===== src/rtl/fetch_sequencer_if.sv =====
// fetch_sequencer_if: instruction-fetch, datapath and next-PC control signals of the fetch sequencer
interface fetch_sequencer_if #(parameter int ADDR_W = 32);
  logic [ADDR_W-1:0] pc;
  logic              imem_req;
  logic [ADDR_W-1:0] imem_addr;
  logic              imem_ack;
  logic [31:0]       imem_rdata;
  logic [31:0]       instr;
  logic              instr_valid;
  logic              exec_done;
  logic              zero_flag;
  logic [3:0]        pc_control;
  logic [25:0]       jump_address;
  logic [15:0]       branch_offset;
  logic [4:0]        reg_sel;
  logic              pc_update;
  logic              fetch_err;
  modport master (
    input  pc, imem_ack, imem_rdata, exec_done, zero_flag,
    output imem_req, imem_addr, instr, instr_valid, pc_control,
           jump_address, branch_offset, reg_sel, pc_update, fetch_err
  );
  modport slave (
    output pc, imem_ack, imem_rdata, exec_done, zero_flag,
    input  imem_req, imem_addr, instr, instr_valid, pc_control,
           jump_address, branch_offset, reg_sel, pc_update, fetch_err
  );
endinterface


===== src/rtl/fetch_sequencer.sv =====
// fetch_sequencer: fetch/decode/execute-wait/next-PC sequencer driving the PC control inputs.
// Define FETCH_TIMEOUT_EN to fault a fetch that sees no imem_ack within FETCH_TIMEOUT cycles.
module fetch_sequencer #(
  parameter int FETCH_TIMEOUT = 16,
  parameter int ADDR_W        = 32
) (
  input logic clk,
  input logic rst,
  fetch_sequencer_if.master bus
);
  typedef enum logic [2:0] {IDLE, FETCH, DECODE, EXEC, UPDATE, HALT} state_t;
  typedef enum logic [2:0] {K_SEQ, K_J, K_JR, K_BEQ, K_BNE} kind_t;
  state_t state;
  kind_t  kind, kind_d;
  logic [3:0] ctl_d;
  if (FETCH_TIMEOUT < 1) begin : g_bad_timeout
    $error("FETCH_TIMEOUT must be at least 1");
  end
`ifdef FETCH_TIMEOUT_EN
  logic [$clog2(FETCH_TIMEOUT+1)-1:0] wait_cnt;
`endif
  always_comb begin
    kind_d = bus.instr[31:26] == 6'd2 ? K_J :
             (bus.instr[31:26] == 6'd0 && bus.instr[5:0] == 6'h08) ? K_JR :
             bus.instr[31:26] == 6'd4 ? K_BEQ :
             bus.instr[31:26] == 6'd5 ? K_BNE : K_SEQ;
    ctl_d  = kind == K_J  ? 4'b0001 :
             kind == K_JR ? 4'b0010 :
             ((kind == K_BEQ && bus.zero_flag) || (kind == K_BNE && !bus.zero_flag)) ? 4'b0011 : 4'b0000;
  end
  // In FETCH, imem_req low marks the entry cycle: pc is sampled there, after any PC update has landed.
  always_ff @(posedge clk) begin
    if (rst) begin
      state              <= IDLE;
      kind               <= K_SEQ;
      bus.imem_req       <= 1'b0;
      bus.imem_addr      <= '0;
      bus.instr          <= '0;
      bus.instr_valid    <= 1'b0;
      bus.pc_control     <= 4'b0000;
      bus.jump_address   <= '0;
      bus.branch_offset  <= '0;
      bus.reg_sel        <= '0;
      bus.pc_update      <= 1'b0;
      bus.fetch_err      <= 1'b0;
`ifdef FETCH_TIMEOUT_EN
      wait_cnt           <= '0;
`endif
    end else begin
      bus.instr_valid <= 1'b0;
      bus.pc_update   <= 1'b0;
      case (state)
        IDLE: state <= FETCH;
        FETCH: begin
          if (!bus.imem_req) begin
            if (bus.pc[1:0] != 2'b00) begin
              bus.fetch_err  <= 1'b1;
              bus.pc_control <= 4'b1111;
              bus.pc_update  <= 1'b1;
              state          <= UPDATE;
            end else begin
              bus.imem_addr <= bus.pc;
              bus.imem_req  <= 1'b1;
`ifdef FETCH_TIMEOUT_EN
              wait_cnt      <= '0;
`endif
            end
          end else if (bus.imem_ack) begin
            bus.instr       <= bus.imem_rdata;
            bus.imem_req    <= 1'b0;
            bus.instr_valid <= 1'b1;
            state           <= DECODE;
          end
`ifdef FETCH_TIMEOUT_EN
          else if (32'(wait_cnt) == FETCH_TIMEOUT - 1) begin
            bus.imem_req   <= 1'b0;
            bus.fetch_err  <= 1'b1;
            bus.pc_control <= 4'b1111;
            bus.pc_update  <= 1'b1;
            state          <= UPDATE;
          end else begin
            wait_cnt <= wait_cnt + 1'b1;
          end
`endif
        end
        DECODE: begin
          kind  <= kind_d;
          state <= EXEC;
        end
        EXEC: begin
          if (bus.exec_done) begin
            bus.pc_control    <= ctl_d;
            bus.jump_address  <= bus.instr[25:0];
            bus.branch_offset <= bus.instr[15:0];
            bus.reg_sel       <= bus.instr[25:21];
            bus.pc_update     <= 1'b1;
            state             <= UPDATE;
          end
        end
        UPDATE: state <= bus.fetch_err ? HALT : FETCH;
        HALT: state <= HALT;
        default: state <= IDLE;
      endcase
    end
  end
endmodule

===== src/flat_wrapper.sv =====
// flat-port wrapper written by rule: the top's interface ports become plain ports
module fetch_sequencer_flat 
#(
  parameter int FETCH_TIMEOUT = 16,
  parameter int ADDR_W        = 32
)
  (clk, rst, bus_pc, bus_imem_ack, bus_imem_rdata, bus_exec_done, bus_zero_flag, bus_imem_req, bus_imem_addr, bus_instr, bus_instr_valid, bus_pc_control, bus_jump_address, bus_branch_offset, bus_reg_sel, bus_pc_update, bus_fetch_err);
  fetch_sequencer_if #(.ADDR_W(ADDR_W)) bus_i ();
  input logic clk;
  input logic rst;
  input wire logic [$bits(bus_i.pc)-1:0] bus_pc;
  input wire logic [$bits(bus_i.imem_ack)-1:0] bus_imem_ack;
  input wire logic [$bits(bus_i.imem_rdata)-1:0] bus_imem_rdata;
  input wire logic [$bits(bus_i.exec_done)-1:0] bus_exec_done;
  input wire logic [$bits(bus_i.zero_flag)-1:0] bus_zero_flag;
  output wire logic [$bits(bus_i.imem_req)-1:0] bus_imem_req;
  output wire logic [$bits(bus_i.imem_addr)-1:0] bus_imem_addr;
  output wire logic [$bits(bus_i.instr)-1:0] bus_instr;
  output wire logic [$bits(bus_i.instr_valid)-1:0] bus_instr_valid;
  output wire logic [$bits(bus_i.pc_control)-1:0] bus_pc_control;
  output wire logic [$bits(bus_i.jump_address)-1:0] bus_jump_address;
  output wire logic [$bits(bus_i.branch_offset)-1:0] bus_branch_offset;
  output wire logic [$bits(bus_i.reg_sel)-1:0] bus_reg_sel;
  output wire logic [$bits(bus_i.pc_update)-1:0] bus_pc_update;
  output wire logic [$bits(bus_i.fetch_err)-1:0] bus_fetch_err;
  assign bus_i.pc = bus_pc;
  assign bus_i.imem_ack = bus_imem_ack;
  assign bus_i.imem_rdata = bus_imem_rdata;
  assign bus_i.exec_done = bus_exec_done;
  assign bus_i.zero_flag = bus_zero_flag;
  assign bus_imem_req = bus_i.imem_req;
  assign bus_imem_addr = bus_i.imem_addr;
  assign bus_instr = bus_i.instr;
  assign bus_instr_valid = bus_i.instr_valid;
  assign bus_pc_control = bus_i.pc_control;
  assign bus_jump_address = bus_i.jump_address;
  assign bus_branch_offset = bus_i.branch_offset;
  assign bus_reg_sel = bus_i.reg_sel;
  assign bus_pc_update = bus_i.pc_update;
  assign bus_fetch_err = bus_i.fetch_err;
  fetch_sequencer #(.FETCH_TIMEOUT(FETCH_TIMEOUT), .ADDR_W(ADDR_W)) u_core (.clk(clk), .rst(rst), .bus(bus_i));
endmodule

===== config.mk =====
export PLATFORM = sky130hd
export DESIGN_NAME = fetch_sequencer_flat
export DESIGN_NICKNAME = d
export VERILOG_FILES = /design/src/rtl/fetch_sequencer_if.sv /design/src/rtl/fetch_sequencer.sv /design/src/flat_wrapper.sv
export SDC_FILE = /design/constraint.sdc
export NUM_CORES = 1
export LEC_CHECK = 0
export CORE_UTILIZATION = 25
export CTS_CLUSTER_DIAMETER = 50
export CTS_CLUSTER_SIZE = 12
export DETAILED_ROUTE_END_ITERATION = 10
export MAX_ROUTING_LAYER = met4
export REMOVE_ABC_BUFFERS = 1
export SKIP_LAST_GASP = 1
export SLEW_MARGIN = 40
export SYNTH_ARGS = -nofsm -noshare
export SYNTH_HDL_FRONTEND = slang
export SYNTH_SLANG_ARGS = --single-unit

===== constraint.sdc =====
create_clock -name clk -period 3.86 [get_ports clk]
set_clock_uncertainty 0.05 [all_clocks]
set_input_delay 0.772 -clock clk [delete_from_list [all_inputs] [get_ports clk]]
set_output_delay 0.772 -clock clk [all_outputs]
set_load 0.02 [all_outputs]

==> results of run 1 <==
==> Yosys cell counts (all sizes together) (3+ instances only) <==
cell type / n
dfxtp: 103
a221oi: 3
and3: 3
nand3: 63
buf: 35
clkbuf: 34
nand2: 59
nor2: 5
a21oi: 96
o21ai: 64
or3: 3
inv: 5
nand2b: 4
==> through the flow <==
step                instance area, µm²  std cells  util (%)
floorplan                         3717        430         -
global placement                  5927        841     37.31
detailed placement                5929        841     37.33
CTS                               6223        857     39.18
global route                      6225        857     39.19
finish                            6225        857     39.19
==> final cells by class <==
class / instances / area, µm² / share of cell area (%)
inverter: 5 / 18.77 / 0.3015
multi-input combinational: 322 / 1650 / 26.51
clock inverter: 5 / 41.29 / 0.6633
sequential: 103 / 2062 / 33.13
clock buffer: 11 / 252.7 / 4.060
timing repair buffer: 195 / 1929 / 30.99
tap: 216 / 270.3 / 4.342
==> per-layer routing <==
metal | track usage [%] | share of wire [%] | wire, µm
met5 | - | 0 | 0
met4 | 5.335 | 1.1 | 140
met3 | 4.756 | 7.9 | 1028
met2 | 27.12 | 48 | 6235
met1 | 18.66 | 43 | 5644
==> flip-flops by register name, summed over array words and instances (netlist names) <==
signal and count:
u_core.bus.branch_offset 15, u_core.bus.fetch_err 1, u_core.bus.imem_addr 32, u_core.bus.imem_req 1
u_core.bus.instr 32, u_core.bus.instr_valid 1, u_core.bus.jump_address 6, u_core.bus.pc_control 3
u_core.bus.pc_update 1, u_core.bus.reg_sel 5, u_core.kind 3, u_core.state 3
==> cell families after synthesis <==
logic type | share of synthesized area (%)
DFF | 50.54
and+or+nand+nor | 18.00
buffers and inverters | 9.353
xor gates and xnor gates | 0.2147
AOI/OAI and AO/OA | 21.90
==> final timing paths <==
path | start | end | depth (start not counted)
setup / recovery | u_core.bus.imem_req | bus_imem_req | 1
hold / removal | u_core.bus.jump_address[18] | u_core.bus.jump_address[18] | 2
setup reg to reg | u_core.state[0] | u_core.bus.pc_update | 3
hold reg to reg | u_core.bus.jump_address[18] | u_core.bus.jump_address[18] | 2
==> power groups by stage <==
stage	Clock [µW]	Combinational [µW]	Sequential, µW
after floorplan	0	76.1	1140
after global placement	0	268	1120
after detailed placement	0	270	1120
after CTS	926	271	1100
after global routing	969	291	1100
final	888	268	1100
==> impl_results.md, run 1 <==
- Crit Path Class: flip-flop to primary output
- Area leader, netlist: dfxtp_1
- Worst EP required: 3.04 ns
- Critical Path Sink Type: primary output
- CTS resizes: 0
- Critical-path cell list: clkdlybuf4s50_1
- Worst skew pair latency: 0.34 ns
- CTS Buf Count: 9
- Port Buf Inserts: 187
- Die Y: 129.8 µm
- Vias: 4107
- Drt initial violations: 179
- First-pass DRT Iterations: 4
- Starting Density: 25.69%
- Seq cells post-synth: 103
- Largest fanout on the critical path: 9
- Core Area: 15890 µm²
- GR Util All Layers: 16.25%
- Internal: 1681 µW
- Worst Tran Pin Value: 0.6528 ns
- Yosys cell types: 36
- Ys async rst share: 0%
- Synthesis Warnings: 0
- Routed wire per std cell: 15.22 µm
- CP max-delay cell: clkdlybuf4s50_1
- Seq/Total Area, Yosys: 50.54%
- Pwr Density: 362.4 nW/µm²
- WP buf/inv: 1
- Vias in the first global route: 4042
- Clock tree buffer depth: 2
- Commonest non-fill, non-tap cells in the layout: clkdlybuf4s50_1, dfxtp_1, a21oi_1
- Hold WS: 0.4105 ns
- DRC: 0
- Fin crit share: 59.94%
- Max_slew headroom: 56.48%
- Flop pwr share: 48.7%
- Final HPWL DP: 8.925 mm
- Minimum clock period: 2.314 ns
- Net switching power: 574.7 µW
- Worst Setup Start Kind: flip-flop
- Setup Buffers After CTS: 0
- Largest net degree at the start of global routing: 60
- Root Buffer: clkbuf_16
- Io pins: 188
- Status: finished clean
- P_leak: 0.001997 µW
- Combinational Power Share: 11.9%
- Final WS setup: 1.546 ns
- Max-cap viol count: 0
- Overall power: 2256 µW
- Die X: 129.8 µm
- Cell Area, Synth: 4080 µm²
- # nets final: 705
- Remaining global-route overflow: 0
- CTS Hold Buffers Added: 0
- Layout cells sized above 1: 5.304%
- Top cells by area, synth: dfxtp_1, a21oi_1, o21ai_0
- Die area: 16840 µm²
- Synth-to-Final Area Change: 52.56%
- Hold crit path type: flip-flop to flip-flop
- CTS tree: yes
- RSZ-0062 raised after global routing: no
- First-pass GRT wire length: 20.28 mm
- Commonest non-fill, non-tap cell in the layout: clkdlybuf4s50_1
- H-tree lvl count: 3
- Clock transition at path regs: 0.07 ns
- Share of the synthesized area in the top cell type: 50.54%
- Row cnt: 46
- Fin. Hold Viols: 0
- Peak VDD IR: 0.2713 mV
- Fmax: 432.2 MHz
- Top FF cell, synth: dfxtp_1
- Sinks on the clock net: 103
- RD Place Congestion: 0.7702
- Post-synthesis instance total: 499
- Max incr delay on CP: 0.66 ns
- Pre-CTS setup slack: 1.205 ns
- Filler cell count: 1613
- Setup TNS Final: 0 ns
- Routed Antenna Nets: 0
- FF-to-FF setup slack: 1.68 ns
- Clock share of power: 39.4%
- Antenna Diode Count: 0
- Worst EP arrival: 1.49 ns
- Fin. max-slew vios: 0
- Initial antenna violation count: 0
- Via density: 4.792
- EDFF count, synth: 0
- Delay-heaviest family, CP: buffers and inverters
- Routed WL: 13.05 mm
- Switching Fraction: 25.48%
- Synthesized area per cell: 8.177 µm²
- # setup viols final: 0
Power figures use the tool's default switching activity.
==> inputs of run 2 (changes only) <==
- clock period: 3.86 -> 2.2 ns (I/O delays scaled with it)
==> run 2 against run 1 <==
  * Via count rose by 1.3%
  * Register-to-register slack got worse by 1.3 ns
  * Critical path depth did not move
  * Global-route usage fell by 0.42 points
  * Sequential power rose by 75%
  * Utilization rose by 0.74 points
  * Worst setup slack got worse by 1.3 ns
  * Non-clock buffer count rose by 8
  * Sequential share of layout area fell by 0.61 points
  * Flip-flop and latch count did not move
  * Largest cell class unchanged
  * Highest routed layer unchanged
==> impl_results.md, run 2 (synthesized netlist as in run 1, its figures left out) <==
- RR Endpoint: u_core.bus.pc_update (unchanged)
- Die X: 129.8 µm (unchanged)
- Initial antenna violation count: 0 (unchanged)
- Largest fanout on the critical path: 9 (unchanged)
- M1 WL: 5.844 mm (was 5.644 mm)
- Row cnt: 46 (unchanged)
- Met2 Wirelength: 6.069 mm (was 6.235 mm)
- Max_slew headroom: 58.68% (was 56.48%)
- Fin. Hold Viols: 0 (unchanged)
- Critical Path Sink Type: primary output (unchanged)
- Largest regs: u_core.bus.imem_addr x32, u_core.bus.instr x32, u_core.bus.branch_offset x15 (unchanged)
- Die area: 16840 µm² (unchanged)
- FF-to-FF setup slack: 0.39 ns (was 1.68 ns)
- Pwr Density: 641.6 nW/µm² (was 362.4 nW/µm²)
- Fmax: 500.0 MHz
- Cell area after layout: 6342 µm² (was 6225 µm²)
- First-pass GRT wire length: 19.95 mm (was 20.28 mm)
- Vias in the first global route: 3878 (was 4042)
- # nets final: 713 (was 705)
- FF-to-FF Start: u_core.state[1] (was u_core.state[0])
- Commonest non-fill, non-tap cells in the layout: clkdlybuf4s50_1, dfxtp_1, a21oi_1 (unchanged)
- Worst EP arrival: 1.51 ns (was 1.49 ns)
- Worst Setup Start Kind: flip-flop (unchanged)
- Hold crit path type: flip-flop to flip-flop (unchanged)
- H-tree lvl count: 3 (unchanged)
- Fin. max-slew vios: 0 (unchanged)
- Synth-to-Final Area Change: 55.44% (was 52.56%)
- Sinks on the clock net: 103 (unchanged)
- Routed WL: 13.08 mm (was 13.05 mm)
- RSZ-0062 raised after global routing: no (unchanged)
- Critical path startpoint: u_core.bus.imem_req (unchanged)
- Vias: 4159 (was 4107)
- Drt initial violations: 216 (was 179)
- Dpl cell area: 6037 µm² (was 5929 µm²)
- GR Util All Layers: 15.83% (was 16.25%)
- # setup viols final: 0 (unchanged)
- First-pass DRT Iterations: 4 (unchanged)
- Io pins: 188 (unchanged)
- CTS Buf Count: 9 (unchanged)
- WP buf/inv: 1 (unchanged)
- HP Start: u_core.bus.instr[9] (was u_core.bus.jump_address[18])
- Setup Buffers After CTS: 0 (unchanged)
- Die Y: 129.8 µm (unchanged)
- Worst R2R Path Depth: 3 (unchanged)
- Largest net degree at the start of global routing: 65 (was 60)
- CTS Hold Buffers Added: 0 (unchanged)
- Status: finished clean (unchanged)
- CTS resizes: 0 (unchanged)
- Root Buffer: clkbuf_16 (unchanged)
- Cell depth of the worst setup path: 1 (unchanged)
- Max incr delay on CP: 0.67 ns (was 0.66 ns)
- Filler cell count: 1623 (was 1613)
- Peak VDD IR: 0.3216 mV (was 0.2713 mV)
- Worst skew pair latency: 0.34 ns (about the same)
- CP max-delay cell: clkdlybuf4s50_1 (unchanged)
- Final HPWL DP: 8.896 mm (was 8.925 mm)
- Commonest non-fill, non-tap cell in the layout: clkdlybuf4s50_1 (unchanged)
- P_leak: 0.002062 µW (was 0.001997 µW)
- CTS tree: yes (unchanged)
- Clock transition at path regs: 0.07 ns (about the same)
- Crit Path Class: flip-flop to primary output (unchanged)
- Minimum clock period: 2.000 ns
- Remaining global-route overflow: 0 (unchanged)
- Core Area: 15890 µm² (unchanged)
- Fin crit share: 90.90%
- Antenna Diode Count: 0 (unchanged)
- Starting Density: 25.69% (unchanged)
- Max-cap viol count: 0 (unchanged)
- Setup TNS Final: 0 ns (unchanged)
- Clock tree buffer depth: 2 (unchanged)
- Routed Antenna Nets: 0 (unchanged)
- Layout cells sized above 1: 6.163% (was 5.304%)
- DR WL met3: 1.047 mm (was 1.028 mm)
- Via density: 4.808 (was 4.792)
- Top sig layer: met4 (unchanged)
- Overall power: 4069 µW (was 2256 µW)
- Worst Tran Pin Value: 0.6198 ns (was 0.6528 ns)
- Worst EP required: 1.71 ns (was 3.04 ns)
- Delay-heaviest family, CP: buffers and inverters (unchanged)
- Port Buf Inserts: 187 (unchanged)
- DRC: 0 (unchanged)
- Critical-path cell list: clkdlybuf4s50_1 (unchanged)
- RD Place Congestion: 0.7698 (was 0.7702)
- Worst Setup EP: bus_imem_req (unchanged)
- Routed wire per std cell: 15.12 µm (was 15.22 µm)
## run 2: cell types whose count changed in the layout (fill, tap and decap cells not counted), moves of 2 or more
cell and change:
clkinv_2 +2, clkinvlp_4 -2, buf_12 +4, buf_4 +4
## run 2: through the flow
step	instances	worst slack (ns)	hold WS (ns)	utilization, %
after floorplan	430	-2.478	0.3885	-
after global placement	849	0.2304	0.3980	38.00
after detailed placement	849	0.2111	0.4040	38.00
after CTS	865	0.1517	0.4040	39.93
after global routing	865	0.1037	0.4180	39.93
final	865	0.2002	0.4092	39.93
## run 2: how the worst min path moves through the flow
stage,depth (start not counted),endpoint
finish,2,u_core.bus.branch_offset[9]
global route,2,u_core.bus.instr[6]
CTS,2,u_core.bus.instr[29]
detailed placement,2,u_core.bus.jump_address[16]
global placement,2,u_core.bus.jump_address[19]
floorplan,2,u_core.kind[2]
## run 2: power by group
group | switching, µW | internal, µW | total [µW]
clock network | 731 | 921 | 1650
registers | 22.7 | 1900 | 1920
logic | 267 | 229 | 496
total | 1020 | 3050 | 4070
## run 2: area by class of cell
class	count	area, µm²	share of cell area, %
Inverter	5	18.77	0.2959
Clock buffer	10	239.0	3.768
Multi-Input combinational cell	322	1647	25.96
Sequential cell	103	2062	32.51
Timing Repair Buffer	203	2039	32.16
Tap cell	216	270.3	4.261
Clock inverter	6	66.31	1.046
## run 2: routing by layer
metal | global-route usage [%] | up-vias
li1 | - | 2010
met2 | 25.20 | 199
met5 | - | -
met1 | 19.47 | 1942
met3 | 3.772 | 8
met4 | 5.746 | 0
## run 2: worst min-delay path: cells and delay by family, from the launching register on
family	cells	cell delay, ns
AND/OR/NAND/NOR	1	0.06
AO/OA/AOI/OAI	1	0.05
flip-flops	1	0.32
